==> config.mk <==
export PLATFORM = sky130hd
export DESIGN_NAME = min_serial_flat
export DESIGN_NICKNAME = d
export VERILOG_FILES = /design/src/rtl/min_serial_pkg.sv /design/src/rtl/min_serial_if.sv /design/src/rtl/min_serial_bit_cmp_cell.sv /design/src/rtl/min_serial.sv /design/src/flat_wrapper.sv
export SDC_FILE = /design/constraint.sdc
export NUM_CORES = 1
export LEC_CHECK = 0
export CAP_MARGIN = 20
export CELL_PAD_IN_SITES_DETAIL_PLACEMENT = 0
export CELL_PAD_IN_SITES_GLOBAL_PLACEMENT = 1
export CORE_MARGIN = 2
export CORE_UTILIZATION = 39
export CTS_CLUSTER_DIAMETER = 80
export CTS_CLUSTER_SIZE = 40
export DETAILED_ROUTE_END_ITERATION = 12
export PLACE_DENSITY_LB_ADDON = 0.1
export RECOVER_POWER = 100
export REMOVE_ABC_BUFFERS = 1
export SLEW_MARGIN = 20
export SYNTH_ARGS = -nofsm -noshare
export SYNTH_HDL_FRONTEND = slang
export SYNTH_SLANG_ARGS = --single-unit
==> constraint.sdc <==
create_clock -name clk -period 2.25 [get_ports clk]
set_input_delay 0.45 -clock clk [delete_from_list [all_inputs] [get_ports clk]]
set_output_delay 0.45 -clock clk [all_outputs]
set_load 0.01 [all_outputs]
==> src/rtl/min_serial_pkg.sv <==
// Shared definitions for the bit-serial minimum/compare unit.
package min_serial_pkg;

    localparam int DEFAULT_WIDTH = 4;

    typedef enum logic {
        S_IDLE    = 1'b0,
        S_COMPARE = 1'b1
    } state_e;

endpackage

==> src/rtl/min_serial_if.sv <==
// Request/result bundle between the datapath and the serial comparator.
interface min_serial_if
    import min_serial_pkg::*;
#(
    parameter int WIDTH = DEFAULT_WIDTH
);

    logic             start;
    logic [WIDTH-1:0] a;
    logic [WIDTH-1:0] b;
    logic             busy;
    logic             done;
    logic [WIDTH-1:0] min_out;
    logic             a_lt_b;
    logic             eq;

    modport master (
        output start, a, b,
        input  busy, done, min_out, a_lt_b, eq
    );

    modport slave (
        input  start, a, b,
        output busy, done, min_out, a_lt_b, eq
    );

endinterface

==> src/rtl/min_serial_bit_cmp_cell.sv <==
// One MSB-first comparison step: the first differing bit decides, later bits are ignored.
module bit_cmp_cell (
    input  logic ai,
    input  logic bi,
    input  logic decided_in,
    input  logic sel_in,
    output logic decided_out,
    output logic sel_out
);

    logic differ;

    assign differ      = ai ^ bi;
    assign decided_out = decided_in | differ;
    // When b holds the 1 at the first differing bit, a is the smaller operand.
    assign sel_out     = decided_in ? sel_in : (differ & bi);

endmodule

==> src/rtl/min_serial.sv <==
// Bit-serial unsigned comparator: latches operands on start, resolves one bit per clock.
module min_serial
    import min_serial_pkg::*;
#(
    parameter int WIDTH = DEFAULT_WIDTH,
    parameter int CW    = $clog2(WIDTH)
) (
    input  logic         clk,
    input  logic         rst,
    min_serial_if.slave  cmp_if
);

    state_e           state_q;
    logic [WIDTH-1:0] ra_q;
    logic [WIDTH-1:0] rb_q;
    logic [CW-1:0]    idx_q;
    logic             decided_q;
    logic             sel_q;
    logic             busy_q;
    logic             done_q;
    logic [WIDTH-1:0] min_q;
    logic             lt_q;
    logic             eq_q;

    logic             decided_d;
    logic             sel_d;

    bit_cmp_cell u_cell (
        .ai          (ra_q[idx_q]),
        .bi          (rb_q[idx_q]),
        .decided_in  (decided_q),
        .sel_in      (sel_q),
        .decided_out (decided_d),
        .sel_out     (sel_d)
    );

    always_ff @(posedge clk or posedge rst) begin
        if (rst) begin
            state_q   <= S_IDLE;
            ra_q      <= '0;
            rb_q      <= '0;
            idx_q     <= '0;
            decided_q <= 1'b0;
            sel_q     <= 1'b0;
            busy_q    <= 1'b0;
            done_q    <= 1'b0;
            min_q     <= '0;
            lt_q      <= 1'b0;
            eq_q      <= 1'b0;
        end else begin
            case (state_q)
                S_IDLE: begin
                    done_q <= 1'b0;
                    if (cmp_if.start) begin
                        ra_q      <= cmp_if.a;
                        rb_q      <= cmp_if.b;
                        idx_q     <= CW'(WIDTH - 1);
                        decided_q <= 1'b0;
                        sel_q     <= 1'b0;
                        busy_q    <= 1'b1;
                        state_q   <= S_COMPARE;
                    end
                end
                S_COMPARE: begin
                    decided_q <= decided_d;
                    sel_q     <= sel_d;
                    // Results use this edge's cell output so the LSB still counts.
                    if (idx_q == '0) begin
                        min_q   <= sel_d ? ra_q : rb_q;
                        lt_q    <= sel_d;
                        eq_q    <= ~decided_d;
                        done_q  <= 1'b1;
                        busy_q  <= 1'b0;
                        state_q <= S_IDLE;
                    end else begin
                        idx_q <= idx_q - CW'(1);
                    end
                end
                default: begin
                    state_q <= S_IDLE;
                end
            endcase
        end
    end

    assign cmp_if.busy    = busy_q;
    assign cmp_if.done    = done_q;
    assign cmp_if.min_out = min_q;
    assign cmp_if.a_lt_b  = lt_q;
    assign cmp_if.eq      = eq_q;

endmodule

==> src/flat_wrapper.sv <==
// flat-port wrapper written by rule: the top's interface ports become plain ports
module min_serial_flat import min_serial_pkg::*;
#(
    parameter int WIDTH = DEFAULT_WIDTH,
    parameter int CW    = $clog2(WIDTH)
)
  (clk, rst, cmp_if_start, cmp_if_a, cmp_if_b, cmp_if_busy, cmp_if_done, cmp_if_min_out, cmp_if_a_lt_b, cmp_if_eq);
  min_serial_if #(.WIDTH(WIDTH)) cmp_if_i ();
  input  logic clk;
  input  logic rst;
  input wire logic [$bits(cmp_if_i.start)-1:0] cmp_if_start;
  input wire logic [$bits(cmp_if_i.a)-1:0] cmp_if_a;
  input wire logic [$bits(cmp_if_i.b)-1:0] cmp_if_b;
  output wire logic [$bits(cmp_if_i.busy)-1:0] cmp_if_busy;
  output wire logic [$bits(cmp_if_i.done)-1:0] cmp_if_done;
  output wire logic [$bits(cmp_if_i.min_out)-1:0] cmp_if_min_out;
  output wire logic [$bits(cmp_if_i.a_lt_b)-1:0] cmp_if_a_lt_b;
  output wire logic [$bits(cmp_if_i.eq)-1:0] cmp_if_eq;
  assign cmp_if_i.start = cmp_if_start;
  assign cmp_if_i.a = cmp_if_a;
  assign cmp_if_i.b = cmp_if_b;
  assign cmp_if_busy = cmp_if_i.busy;
  assign cmp_if_done = cmp_if_i.done;
  assign cmp_if_min_out = cmp_if_i.min_out;
  assign cmp_if_a_lt_b = cmp_if_i.a_lt_b;
  assign cmp_if_eq = cmp_if_i.eq;
  min_serial #(.WIDTH(WIDTH), .CW(CW)) u_core (.clk(clk), .rst(rst), .cmp_if(cmp_if_i));
endmodule
==> summary.md <==
| Metric | Value |
|---|---|
| Slew Viols, Final | 0 |
| CP max stage cell | mux4_2 |
| Outcome | completed |
| Leakage | 0.552 nW |
| Maximum clock frequency | 496 MHz |
| First-pass GRT wire length | 2700 um |
| Grt met3 use | 0.0514 |
| Maximum Capacitance Violations | 0 |
| Chip height | 52.7 um |
| Worst-path cell chain | mux4_2 > ha_1 > mux2i_1 > mux2i_1 > o21ai_0 |
| Synth area leader | dfrtp_1 |
| Root Buffer | clkbuf_4 |
| Layout Skew | 0.00755 ns |
| PortBufs | 18 |
| Cell seen most often among critical-path stages | mux2i_1 |
| Setup violations, final | 0 |
| # fillers | 213 |
| Post-Syn Area | 925 um^2 |
| DRC errors left | 0 |
| Final Hold Vio Count | 0 |
| Crit path largest cell delay | 0.54 ns |
| Post-CTS Setup Bufs | 0 |
| Die width | 52.7 um |
| DR vias/cell | 4.98 |
| Routed WL | 1600 um |
| Layout area overhead | 25.6% |
| Total Neg Setup Slack | 0 ns |
| Setup ws final | 0.232 ns |
| Required time of the critical path | 2.43 ns |
| Synth area leaders | dfrtp_1 (57%), mux2_2 (9.7%), mux2i_1 (5.4%), mux4_2 (4.9%), ha_1 (4.1%) |
| Clk sinks | 21 |
| CP Launch Type | flip-flop |
| Clock Path Buffers | 2 |
| Worst slew pin tran | 1.10 ns |
| WL/cell | 12.8 um |
| Largest net degree at the start of global routing | 22 |
| CTS Buf Count | 3 |
| Overflow after GRT | 0 |
| Peak supply drop | 0.000691 V |
| TritonRoute pass-1 iters | 4 |
| Vias in the first global route | 599 |
| Antenna diodes | 0 |
| RSZ-0062 raised after global routing | no |
| Resized Gates After CTS | 0 |
| Cell Rows | 17 |
| Crit. End Element | flip-flop |
| Crit path max fanout | 5 |
| Yosys cell types | 18 |
| Syn Area/Cell | 12.3 um^2 |
| Clock Pin Slew Worst Setup and Hold Paths | 0.12 ns |
| Final Critical Period | 2.02 ns |
| Dpl ws | 0.302 ns |
| Met1 global-route usage | 0.171 |
| CTS tree | yes |
| Post-synthesis register bit count | 21 |
| Critical path buffers and inverters | 0 |
| Routed vias | 622 |
| Die area | 2780 um^2 |
| Post-DP HPWL | 1210 um |
| Post-CTS Hold Fix Bufs | 0 |
| Tot GR Track Use | 0.140 |
| Share of cells above drive strength 1 | 0.144 |
| Initial DRC count | 5 |
| Synth warn | 0 |
| WP data arrival | 2.20 ns |
| Post-synth top area share | 0.568 |
| Slew HR | 0.263 |
| Core Region | 2230 um^2 |
| Pwr Density | 1350 nW/um^2 |
| Post-Synthesis Cells | 75 |
| Initial Util | 0.414 |
| Htree depth | 1 |
| Worst hold path type | reg2reg |
| I/O Pins | 19 |
| Initial antenna violation count | 0 |
| Register area share after synthesis | 0.568 |
| Antenna violation net count after detailed routing | 0 |
| Grt met2 use | 0.231 |
| Fin crit share | 0.897 |
| Critical path class | reg2reg |
| Crit path max-delay family | multiplexers |
| Gpl congestion | 0.771 |
| Gr busiest metal | met2 |
| Latest clock arrival within the worst-skew pair | 0.30 ns |
| Final net count | 112 |
==> sequential cells by signal, summed over array words and instances (netlist names), 2 cells and up <==
| name | count |
|---|---|
| u_core.ra_q | 4 |
| u_core.idx_q | 2 |
| u_core.cmp_if.min_out | 4 |
| u_core.rb_q | 4 |
==> routing by layer <==
layer | up-vias | wire (um)
met5 | - | 0
met4 | 0 | 14
met3 | 2 | 77
met2 | 13 | 754
met1 | 305 | 758
li1 | 302 | -
==> final timing paths <==
path | start | to | slack (ns) | depth (start not counted)
worst min-delay path | u_core.cmp_if.eq$_DFFE_PP0P_ | u_core.cmp_if.eq$_DFFE_PP0P_ | 0.48 | 2
max in group asynchronous | rst | u_core.idx_q[0]$_DFFE_PP0P_ | 0.67 | 3
worst max register to register | u_core.idx_q[0]$_DFFE_PP0P_ | u_core.cmp_if.min_out[0]$_DFFE_PP0P_ | 0.23 | 5
min in group asynchronous | rst | u_core.cmp_if.busy$_DFFE_PP0P_ | 0.91 | 3
worst min register to register | u_core.cmp_if.eq$_DFFE_PP0P_ | u_core.cmp_if.eq$_DFFE_PP0P_ | 0.48 | 2
worst max-delay path | u_core.idx_q[0]$_DFFE_PP0P_ | u_core.cmp_if.min_out[0]$_DFFE_PP0P_ | 0.23 | 5
==> stage by stage <==
stage / instances / util / power [mW] / hold slack (ns) / cell area [um^2]
global placement: 121 / 0.513 / 1.45 / 0.466 / 1140
CTS: 125 / 0.525 / 1.65 / 0.463 / 1170
floorplan: 73 / - / 1.18 / 0.427 / 915
detailed placement: 121 / 0.513 / 1.46 / 0.469 / 1140
finish: 125 / 0.520 / 1.57 / 0.483 / 1160
global route: 125 / 0.520 / 1.72 / 0.533 / 1160
==> Yosys cell counts (all sizes together) <==
master,n
o22ai,1
o21ai,8
nor2b,1
inv,8
mux4,2
nor2,3
mux2,8
nand2,8
a21oi,1
dfrtp,21
o31ai,1
mux2i,6
buf,2
a32oi,1
ha,3
o21a,1
==> final cells by class <==
type                       instances  area, um^2  area share
clock inverter                     1        5.00     0.00431
tap                               28        35.0      0.0302
clock buffer                       3        22.5      0.0194
sequential                        21         526       0.453
inverter                           8        30.0      0.0259
timing repair buffer              20         188       0.162
multi-input combinational         44         355       0.306
==> power breakdown <==
group,internal [mW],switching (mW)
Clock,0.0662,0.110
Sequential,0.558,0.141
Combinational,0.377,0.316
Total,1.00,0.567
==> tightest hold or removal path: stages, from the launching register on <==
cell and delay (ns):
dfrtp_1 0.36, nand2_1 0.05, o31ai_1 0.05
==> layout by cell type, fill, tap and decap left out, drive strengths merged <==
master	n
nor2b	1
clkbuf	5
dlygate4sd3	10
o22ai	1
inv	8
o21a	1
nor2	3
clkinv	1
a21oi	1
dfrtp	21
a32oi	1
o31ai	1
mux2	8
mux4	2
ha	3
clkdlybuf4s50	8
nand2	8
mux2i	6
o21ai	8
==> cell families after synthesis <==
logic type,Yosys count,share of synthesized area
muxes,16,0.215
buffers and inverters,10,0.0433
and+or+nand+nor,12,0.0514
adders and majority gates,3,0.0406
AOI/OAI and AO/OA,13,0.0812
DFF,21,0.568
(Power assumes the default switching activity.)
